## config.mk

```make
export PLATFORM = sky130hd
export DESIGN_NAME = seq_alu
export DESIGN_NICKNAME = d
export VERILOG_FILES = /design/src/rtl/seq_alu_pkg.sv /design/src/rtl/seq_alu_muldiv.sv /design/src/rtl/seq_alu.sv
export SDC_FILE = /design/constraint.sdc
export NUM_CORES = 1
export LEC_CHECK = 0
export ABC_AREA = 1
export CORE_MARGIN = 4
export CORE_UTILIZATION = 40
export CTS_CLUSTER_DIAMETER = 80
export DETAILED_ROUTE_END_ITERATION = 16
export GPL_TIMING_DRIVEN = 0
export MAX_ROUTING_LAYER = met4
export PLACE_DENSITY_LB_ADDON = 0.1
export SLEW_MARGIN = 20
export SYNTH_ARGS = -nofsm -noshare
export SYNTH_HDL_FRONTEND = slang
export SYNTH_HIERARCHICAL = 1
export SYNTH_SLANG_ARGS = --single-unit
```

## constraint.sdc

```tcl
create_clock -name clk -period 8.9 [get_ports clk]
set_input_delay 1.78 -clock clk [delete_from_list [all_inputs] [get_ports clk]]
set_output_delay 1.78 -clock clk [all_outputs]
set_load 0.02 [all_outputs]
```

## src/rtl/seq_alu_pkg.sv

```systemverilog
// -----------------------------------------------------------------------------
// seq_alu_pkg
//   Shared definitions for the sequential ALU:
//     - opcode width and opcode constants (ADD..CMP)
//     - handshake FSM state type
//     - iterative engine mode type
// -----------------------------------------------------------------------------
package seq_alu_pkg;

    localparam int unsigned ALU_OPW = 8;

    localparam logic [ALU_OPW-1:0] ALU_ADD = 8'h01;
    localparam logic [ALU_OPW-1:0] ALU_ADC = 8'h02;
    localparam logic [ALU_OPW-1:0] ALU_SUB = 8'h03;
    localparam logic [ALU_OPW-1:0] ALU_SUC = 8'h04;
    localparam logic [ALU_OPW-1:0] ALU_MUL = 8'h05;
    localparam logic [ALU_OPW-1:0] ALU_DIV = 8'h06;
    localparam logic [ALU_OPW-1:0] ALU_CMP = 8'h07;

    typedef enum logic [1:0] {
        ST_IDLE,
        ST_RUN,
        ST_FINISH
    } alu_state_e;

    typedef enum logic {
        MD_MUL,
        MD_DIV
    } md_mode_e;

endpackage

```

## src/rtl/seq_alu_muldiv.sv

```systemverilog
// -----------------------------------------------------------------------------
// seq_alu_muldiv
//   Iterative unsigned multiply (shift-add) / divide (restoring) engine.
//   One bit per cycle, WIDTH cycles per operation.
// Ports
//   clk, rst_n   clock, asynchronous active-low reset
//   load_i       capture a_i/b_i/mode_i and start iterating next cycle
//   mode_i       MD_MUL or MD_DIV
//   a_i, b_i     multiplier/multiplicand or dividend/divisor
//   busy_o       iteration in progress
//   last_o       iteration counter at its final step (qualify with busy_o)
//   hi_o, lo_o   value of {hi,lo} after the step performed this cycle:
//                MUL -> {high product, low product}, DIV -> {remainder, quotient}
// -----------------------------------------------------------------------------
module seq_alu_muldiv
    import seq_alu_pkg::*;
#(
    parameter int unsigned WIDTH = 16
) (
    input  logic             clk,
    input  logic             rst_n,
    input  logic             load_i,
    input  md_mode_e         mode_i,
    input  logic [WIDTH-1:0] a_i,
    input  logic [WIDTH-1:0] b_i,
    output logic             busy_o,
    output logic             last_o,
    output logic [WIDTH-1:0] hi_o,
    output logic [WIDTH-1:0] lo_o
);

    localparam int unsigned CW = $clog2(WIDTH);

    logic             run_q,  run_d;
    logic [CW-1:0]    cnt_q,  cnt_d;
    md_mode_e         mode_q, mode_d;
    logic [WIDTH-1:0] hi_q,   hi_d;
    logic [WIDTH-1:0] lo_q,   lo_d;
    logic [WIDTH-1:0] m_q,    m_d;

    logic [WIDTH:0]   mul_sum;
    logic [WIDTH:0]   div_shift;
    logic [WIDTH-1:0] step_hi;
    logic [WIDTH-1:0] step_lo;
    logic             last;

    assign last = (cnt_q == CW'(WIDTH - 1));

    // One iteration. MUL: {hi,lo} shifts right with the conditional partial
    // sum entering at the top; lo starts as the multiplier.
    // DIV: remainder shifts in the next dividend bit from lo; the quotient
    // bit shifts into lo from the bottom. The restored remainder is always
    // below the divisor, so the low WIDTH bits of the difference suffice.
    always_comb begin
        mul_sum   = {1'b0, hi_q} + (lo_q[0] ? {1'b0, m_q} : '0);
        div_shift = {hi_q, lo_q[WIDTH-1]};
        step_hi   = hi_q;
        step_lo   = lo_q;
        if (mode_q == MD_MUL) begin
            step_hi = mul_sum[WIDTH:1];
            step_lo = {mul_sum[0], lo_q[WIDTH-1:1]};
        end else if (div_shift >= {1'b0, m_q}) begin
            step_hi = div_shift[WIDTH-1:0] - m_q;
            step_lo = {lo_q[WIDTH-2:0], 1'b1};
        end else begin
            step_hi = div_shift[WIDTH-1:0];
            step_lo = {lo_q[WIDTH-2:0], 1'b0};
        end
    end

    always_comb begin
        run_d  = run_q;
        cnt_d  = cnt_q;
        mode_d = mode_q;
        hi_d   = hi_q;
        lo_d   = lo_q;
        m_d    = m_q;
        if (load_i) begin
            run_d  = 1'b1;
            cnt_d  = '0;
            mode_d = mode_i;
            hi_d   = '0;
            lo_d   = a_i;
            m_d    = b_i;
        end else if (run_q) begin
            hi_d  = step_hi;
            lo_d  = step_lo;
            cnt_d = cnt_q + CW'(1);
            if (last) begin
                run_d = 1'b0;
            end
        end
    end

    always_ff @(posedge clk or negedge rst_n) begin
        if (!rst_n) begin
            run_q  <= 1'b0;
            cnt_q  <= '0;
            mode_q <= MD_MUL;
            hi_q   <= '0;
            lo_q   <= '0;
            m_q    <= '0;
        end else begin
            run_q  <= run_d;
            cnt_q  <= cnt_d;
            mode_q <= mode_d;
            hi_q   <= hi_d;
            lo_q   <= lo_d;
            m_q    <= m_d;
        end
    end

    // The final step's result is exported combinationally so the caller can
    // register it on the same edge that completes the iteration.
    assign busy_o = run_q;
    assign last_o = last;
    assign hi_o   = step_hi;
    assign lo_o   = step_lo;

endmodule

```

## src/rtl/seq_alu.sv

```systemverilog
// -----------------------------------------------------------------------------
// seq_alu
//   Multi-cycle ALU with start/busy/done handshake. ADD/ADC/SUB/SUC/CMP and
//   divide-by-zero complete in one cycle; MUL/DIV use the iterative engine
//   (WIDTH cycles). Results and flags are registered and hold between ops.
// Ports
//   clk, rst_n        clock, asynchronous active-low reset
//   start             accept op/a/b/cf when busy is low
//   op                opcode (ADD=01 ADC=02 SUB=03 SUC=04 MUL=05 DIV=06 CMP=07)
//   a, b              operands
//   cf                carry/borrow-in for ADC/SUC
//   busy              operation in flight; start is ignored
//   done              one-cycle pulse, results/flags valid from this cycle
//   acc               primary result (sum, low product, quotient)
//   c                 secondary result (high product, remainder)
//   c_flag .. ill_flag  carry/borrow, zero, overflow, divide-by-zero, illegal op
// -----------------------------------------------------------------------------
module seq_alu
    import seq_alu_pkg::*;
#(
    parameter int unsigned WIDTH = 16,
    parameter int unsigned OPW   = ALU_OPW
) (
    input  logic             clk,
    input  logic             rst_n,
    input  logic             start,
    input  logic [OPW-1:0]   op,
    input  logic [WIDTH-1:0] a,
    input  logic [WIDTH-1:0] b,
    input  logic             cf,
    output logic             busy,
    output logic             done,
    output logic [WIDTH-1:0] acc,
    output logic [WIDTH-1:0] c,
    output logic             c_flag,
    output logic             z_flag,
    output logic             o_flag,
    output logic             dz_flag,
    output logic             ill_flag
);

    localparam logic [OPW-1:0] OP_ADD = OPW'(ALU_ADD);
    localparam logic [OPW-1:0] OP_ADC = OPW'(ALU_ADC);
    localparam logic [OPW-1:0] OP_SUB = OPW'(ALU_SUB);
    localparam logic [OPW-1:0] OP_SUC = OPW'(ALU_SUC);
    localparam logic [OPW-1:0] OP_MUL = OPW'(ALU_MUL);
    localparam logic [OPW-1:0] OP_DIV = OPW'(ALU_DIV);
    localparam logic [OPW-1:0] OP_CMP = OPW'(ALU_CMP);

    alu_state_e       state_q, state_d;
    md_mode_e         mode_q,  mode_d;
    logic [WIDTH-1:0] acc_q,   acc_d;
    logic [WIDTH-1:0] c_q,     c_d;
    logic             cfl_q,   cfl_d;
    logic             zfl_q,   zfl_d;
    logic             ofl_q,   ofl_d;
    logic             dzfl_q,  dzfl_d;
    logic             illfl_q, illfl_d;

    logic             cin;
    logic [WIDTH:0]   add_ext;
    logic [WIDTH:0]   sub_ext;

    logic             eng_load;
    md_mode_e         eng_mode;
    logic             eng_busy;
    logic             eng_last;
    logic [WIDTH-1:0] eng_hi;
    logic [WIDTH-1:0] eng_lo;

    seq_alu_muldiv #(
        .WIDTH (WIDTH)
    ) u_muldiv (
        .clk    (clk),
        .rst_n  (rst_n),
        .load_i (eng_load),
        .mode_i (eng_mode),
        .a_i    (a),
        .b_i    (b),
        .busy_o (eng_busy),
        .last_o (eng_last),
        .hi_o   (eng_hi),
        .lo_o   (eng_lo)
    );

    always_comb begin
        state_d  = state_q;
        mode_d   = mode_q;
        acc_d    = acc_q;
        c_d      = c_q;
        cfl_d    = cfl_q;
        zfl_d    = zfl_q;
        ofl_d    = ofl_q;
        dzfl_d   = dzfl_q;
        illfl_d  = illfl_q;
        eng_load = 1'b0;
        eng_mode = MD_MUL;

        cin     = cf & ((op == OP_ADC) | (op == OP_SUC));
        add_ext = {1'b0, a} + {1'b0, b} + {{WIDTH{1'b0}}, cin};
        sub_ext = {1'b0, a} - {1'b0, b} - {{WIDTH{1'b0}}, cin};

        case (state_q)
            ST_IDLE: begin
                if (start) begin
                    state_d = ST_FINISH;
                    case (op)
                        OP_ADD, OP_ADC: begin
                            acc_d   = add_ext[WIDTH-1:0];
                            cfl_d   = add_ext[WIDTH];
                            zfl_d   = (add_ext[WIDTH-1:0] == '0);
                            ofl_d   = (a[WIDTH-1] == b[WIDTH-1]) &&
                                      (add_ext[WIDTH-1] != a[WIDTH-1]);
                            dzfl_d  = 1'b0;
                            illfl_d = 1'b0;
                        end
                        OP_SUB, OP_SUC: begin
                            acc_d   = sub_ext[WIDTH-1:0];
                            cfl_d   = sub_ext[WIDTH];
                            zfl_d   = (sub_ext[WIDTH-1:0] == '0);
                            ofl_d   = (a[WIDTH-1] != b[WIDTH-1]) &&
                                      (sub_ext[WIDTH-1] != a[WIDTH-1]);
                            dzfl_d  = 1'b0;
                            illfl_d = 1'b0;
                        end
                        OP_MUL: begin
                            // Flags stay put until the product lands.
                            state_d  = ST_RUN;
                            mode_d   = MD_MUL;
                            eng_load = 1'b1;
                            eng_mode = MD_MUL;
                        end
                        OP_DIV: begin
                            if (b == '0) begin
                                acc_d   = '1;
                                c_d     = a;
                                cfl_d   = 1'b0;
                                zfl_d   = 1'b0;
                                ofl_d   = 1'b0;
                                dzfl_d  = 1'b1;
                                illfl_d = 1'b0;
                            end else begin
                                state_d  = ST_RUN;
                                mode_d   = MD_DIV;
                                eng_load = 1'b1;
                                eng_mode = MD_DIV;
                            end
                        end
                        OP_CMP: begin
                            zfl_d   = (a == b);
                            cfl_d   = (a < b);
                            ofl_d   = (a > b);
                            dzfl_d  = 1'b0;
                            illfl_d = 1'b0;
                        end
                        default: begin
                            dzfl_d  = 1'b0;
                            illfl_d = 1'b1;
                        end
                    endcase
                end
            end
            ST_RUN: begin
                if (eng_busy && eng_last) begin
                    state_d = ST_FINISH;
                    acc_d   = eng_lo;
                    c_d     = eng_hi;
                    ofl_d   = 1'b0;
                    dzfl_d  = 1'b0;
                    illfl_d = 1'b0;
                    if (mode_q == MD_MUL) begin
                        zfl_d = ({eng_hi, eng_lo} == '0);
                        cfl_d = (eng_hi != '0);
                    end else begin
                        zfl_d = (eng_lo == '0);
                        cfl_d = 1'b0;
                    end
                end
            end
            ST_FINISH: begin
                state_d = ST_IDLE;
            end
            default: begin
                state_d = ST_IDLE;
            end
        endcase
    end

    always_ff @(posedge clk or negedge rst_n) begin
        if (!rst_n) begin
            state_q <= ST_IDLE;
            mode_q  <= MD_MUL;
            acc_q   <= '0;
            c_q     <= '0;
            cfl_q   <= 1'b0;
            zfl_q   <= 1'b0;
            ofl_q   <= 1'b0;
            dzfl_q  <= 1'b0;
            illfl_q <= 1'b0;
        end else begin
            state_q <= state_d;
            mode_q  <= mode_d;
            acc_q   <= acc_d;
            c_q     <= c_d;
            cfl_q   <= cfl_d;
            zfl_q   <= zfl_d;
            ofl_q   <= ofl_d;
            dzfl_q  <= dzfl_d;
            illfl_q <= illfl_d;
        end
    end

    assign busy     = (state_q != ST_IDLE);
    assign done     = (state_q == ST_FINISH);
    assign acc      = acc_q;
    assign c        = c_q;
    assign c_flag   = cfl_q;
    assign z_flag   = zfl_q;
    assign o_flag   = ofl_q;
    assign dz_flag  = dzfl_q;
    assign ill_flag = illfl_q;

endmodule

```

==> results.md, run 1 <==
* Outcome: finished, final reports clean
* Register bit total from synthesis at 94
* Final clock skew at 0.0166 ns
* Width of the die at 169 um
* Share of the yosys chip area belonging to registers at 0.227
* Nature of the critical path endpoint: flop
* Hold endpoint: o_flag
* Antenna viol nets, final at 0
* Insertion delay of the later-clocked pin in the worst-skew pair at 0.35 ns
* Fraction of final layout cells with drive strength greater than 1 at 0.0564
* Leading area contributor after synthesis: dfrtp_1
* Violation count after the first detailed-routing iteration at 1131
* Pin count of the biggest net entering global routing at 76
* Worst path cell trace: clkdlybuf4s50_1 -> nor2_2 -> nand2_2 -> nor3_2 -> a21oi_1 -> nor2_1 -> inv_1 -> fa_1 -> inv_1 -> ha_1 -> inv_1 -> nand2_1 -> nand2_1 -> nand2_1 -> nand2_1 -> nand2_1 -> nand2_1 -> nand2_1 -> nand2_1 -> nand2_1 -> o21ai_0 -> nand2_1 -> o211ai_1 -> nand2_1
* CP top delay family: simple AND/OR/NAND/NOR gates
* Detailed-route DRC error count at 0
* Number of antenna violations at the first check in global routing at 0
* Routed WL at 37500 um
* Buffers & Inverters on Critical Path at 4
* Static leakage at 6.48 nW
* Depth of the worst register-to-register path at 21
* Maximum achievable frequency at 0.185 GHz
* Start of the worst register-to-register path: u_muldiv/lo_q[0]
* Area growth from synthesis to final layout at 15.3%
* Endpoint arrival time on the critical path at 5.65 ns
* Fin. Hold Viols at 0
* Length of the first detailed-routing pass in iterations at 5
* Number of vias per cell at 5.26
* Post-CTS setup buffer count at 0
* Number of logic stages on the critical path including buffering at 24
* Fin crit share at 0.609
* Antenna cells at 0
* Cell Count, Final, Fillers Out at 2104
* Top Ports at 83
* Clock period minus worst slack at 5.42 ns
* Share of the core filled with cells at 0.472
* Global placer's final weighted congestion at 0.989
* Initial Utilization at 0.410
* PD cells at 214 nW/um^2
* Cell with the most instances after synthesis: nand2_1
* Num CTS Buffers at 9
* Via count of the first global-routing pass at 10500
* Standard cell core area at 25300 sq um
* Largest buffer count on any clock path at 2
* Reg2Reg Capture Point: z_flag
* Drt wl/cell at 17.8 um
* Startpoint type of the worst setup path: primary input
* Post-synth design cell area at 10400 sq um
* Overall Power at 2.56 mW
* Post-Synthesis Net Count at 1819
* Synth Instances at 1675
* Setup TNS at 0 ns
* Placed wire-length estimate after detailed placement at 31500 um
* TritonCTS clock tree: built
* Worst Tran Pin Value at 0.808 ns
* Master of the slowest instance on the critical path: o21ai_0
* Total overflow reported by the global router at 0
* Syn. warnings at 6
* Post-Place Cells at 2088
* Final net count at 1913
* DIE HEIGHT at 169 um
* Fin. max-slew vios at 0
* CTS resizes at 0
* Cell repeated most along the worst path: nand2_1
* Count of hold buffers inserted by post-cts repair at 0
* Maximum fanout count along the critical path at 5
* Class of the most critical setup path: in2reg
* All-Layer GR Usage at 0.269
* Required time of the worst setup path at 9.13 ns
* Total vias in the final route at 11100
* Cell chosen for the clock root: clkbuf_16
* Biggest cell delay along the critical path at 0.63 ns
* Worst Min Path Start: o_flag
* Count of cell types in the netlist at 52
* Number of flops mapped to enable cells by yosys at 0
* RSZ-0062 raised after global routing: no
* Average cell area after synthesis at 6.19 sq um
* Die ar. at 28600 sq um
* Std cell rows at 58
* Number of clock sinks at 94
* # Max-Cap Violations at 0
* Wire length of the first global-routing pass at 58300 um
* Count of buffers from port buffering at 82
* Slew headroom at 0.456
* Clk pin slew, worst setup/hold paths at 0.08 ns
* Worst hold path depth at 2
* Most instantiated cells after synthesis: nand2_1 (584), inv_1 (278), nand3_1 (124), dfrtp_1 (94), ha_1 (94)
* Fraction of post-synthesis cell area in the top cell type by area at 0.227
* Synth async-reset ratio at 1.00
* Peak VDD IR at 117 uV
* Biggest area contributors in the synthesized netlist: dfrtp_1 (23%), nand2_1 (21%), ha_1 (11%), inv_1 (10%), nand3_1 (6.0%)
* Hold/Removal Path Class: reg2reg
* Total setup violations reported at the end of the flow at 0
* Slack of the worst reg-to-reg path at 4.71 ns
* Total number of H-tree levels at 3
* Primary FF master, synth: dfrtp_1
==> power breakdown <==
part | internal, mW | switching [mW] | total, mW
Sequential | 0.542 | 0.118 | 0.660
Clock | 0.248 | 0.190 | 0.438
Combinational | 0.533 | 0.932 | 1.46
==> how the worst max path moves through the flow <==
stage / to / slack (ns) / start
5_1_grt: acc[11] / 3.11 / op[5]
4_1_cts: acc[11] / 3.61 / op[5]
6_report: acc[11] / 3.48 / op[7]
3_5_place_dp: acc[15] / 3.23 / op[5]
3_3_place_gp: o_flag / 2.14 / rst_n
2_1_floorplan: z_flag / 4.61 / op[5]
==> cells in the final DEF (no fill, tap or decap), types with 12 or more instances in the layout <==
| cell type | count |
|---|---|
| inv_2 | 12 |
| and2_1 | 17 |
| a21oi_2 | 14 |
| nor2_1 | 92 |
| nand4_1 | 36 |
| nand3_1 | 124 |
| inv_1 | 278 |
| nor3_1 | 16 |
| a21oi_1 | 59 |
| ha_1 | 94 |
| o211ai_1 | 20 |
| dfrtp_1 | 94 |
| nand2_1 | 584 |
| o21a_1 | 17 |
| o21ai_0 | 77 |
| clkdlybuf4s50_1 | 81 |
| clkbuf_1 | 23 |
==> stage by stage <==
step	setup WS, ns	hold WS (ns)	cell area [sq um]
detailed placement	3.23	0.470	11600
CTS	3.61	0.490	12000
floorplan	4.61	0.454	10400
global route	3.11	0.509	12000
global placement	2.14	0.470	11600
finish	3.48	0.484	12000
==> sequential cells by signal, indices dropped and copies added (netlist names) <==
register and flops:
o_flag 1, acc 16, u_muldiv/busy_o 1, u_muldiv/cnt_q 4, u_muldiv/mode_q 1, state_q 2
dz_flag 1, u_muldiv/lo_q 16, z_flag 1, u_muldiv/hi_q 16, c 16, mode_q 1
c_flag 1, ill_flag 1, u_muldiv/m_q 16
==> per-layer routing <==
| layer | GRT usage | up-vias | wire length, um |
|---|---|---|---|
| met5 | - | - | 0 |
| met2 | 0.384 | 420 | 15300 |
| met1 | 0.377 | 5124 | 17600 |
| li1 | - | 5479 | - |
| met3 | 0.0717 | 45 | 3610 |
| met4 | 0.0718 | 0 | 960 |
==> cell families (layout without fill, tap and decap cells) <==
logic type | after synthesis | after routing | share of synthesized area
compound gates | 210 | 210 | 0.120
flops | 94 | 94 | 0.227
xor+xnor | 17 | 17 | 0.0143
simple gates | 921 | 921 | 0.386
buf+inv | 333 | 432 | 0.128
fa+ha+maj | 100 | 100 | 0.125
==> layout make-up <==
| type | instances | area, sq um |
|---|---|---|
| Fill cell | 2703 | 13400 |
| Multi-Input combinational cell | 1248 | 6700 |
| Sequential cell | 94 | 2350 |
| Inverter | 294 | 1110 |
| Timing Repair Buffer | 83 | 850 |
| Tap cell | 330 | 413 |
| Clock buffer | 9 | 225 |
| Buffer | 39 | 211 |
| Clock inverter | 7 | 97.6 |
==> tightest hold or removal path, stage by stage (launching register included) <==
cell	delay, ns
dfrtp_1	0.35
nand2_1	0.06
nand2_1	0.05
(Power assumes the default switching activity.)
==> run 2, diff against run 1 <==
==> constraint.sdc (replaced) <==
create_clock -name clk -period 5.1 [get_ports clk]
set_input_delay 1.02 -clock clk [delete_from_list [all_inputs] [get_ports clk]]
set_output_delay 1.02 -clock clk [all_outputs]
set_load 0.02 [all_outputs]
==> results of run 2 <==
The final DEF is identical to that of run 1. Status: finished, final reports clean.
Among the figures that moved: setup slack after placement 3.23 ns -> 0.194 ns; setup slack after layout 3.48 ns -> 0.443 ns; register-to-register setup slack 4.71 ns -> 0.91 ns; total power 2.56 mW -> 4.47 mW; worst IR drop on VDD 117 uV -> 205 uV
==> run 3, diff against run 2 <==
--- a/config.mk
+++ b/config.mk
@@ -13,7 +13,7 @@
 export GPL_TIMING_DRIVEN = 0
 export MAX_ROUTING_LAYER = met4
 export PLACE_DENSITY_LB_ADDON = 0.1
-export SLEW_MARGIN = 20
+export SLEW_MARGIN = 10
 export SYNTH_ARGS = -nofsm -noshare
 export SYNTH_HDL_FRONTEND = slang
 export SYNTH_HIERARCHICAL = 1
==> results of run 3 <==
The final DEF is identical to that of run 1. Status: finished, final reports clean.
Among the figures that moved: setup slack after placement 3.23 ns -> 0.194 ns; setup slack after layout 3.48 ns -> 0.443 ns; register-to-register setup slack 4.71 ns -> 0.91 ns; total power 2.56 mW -> 4.47 mW; worst IR drop on VDD 117 uV -> 205 uV
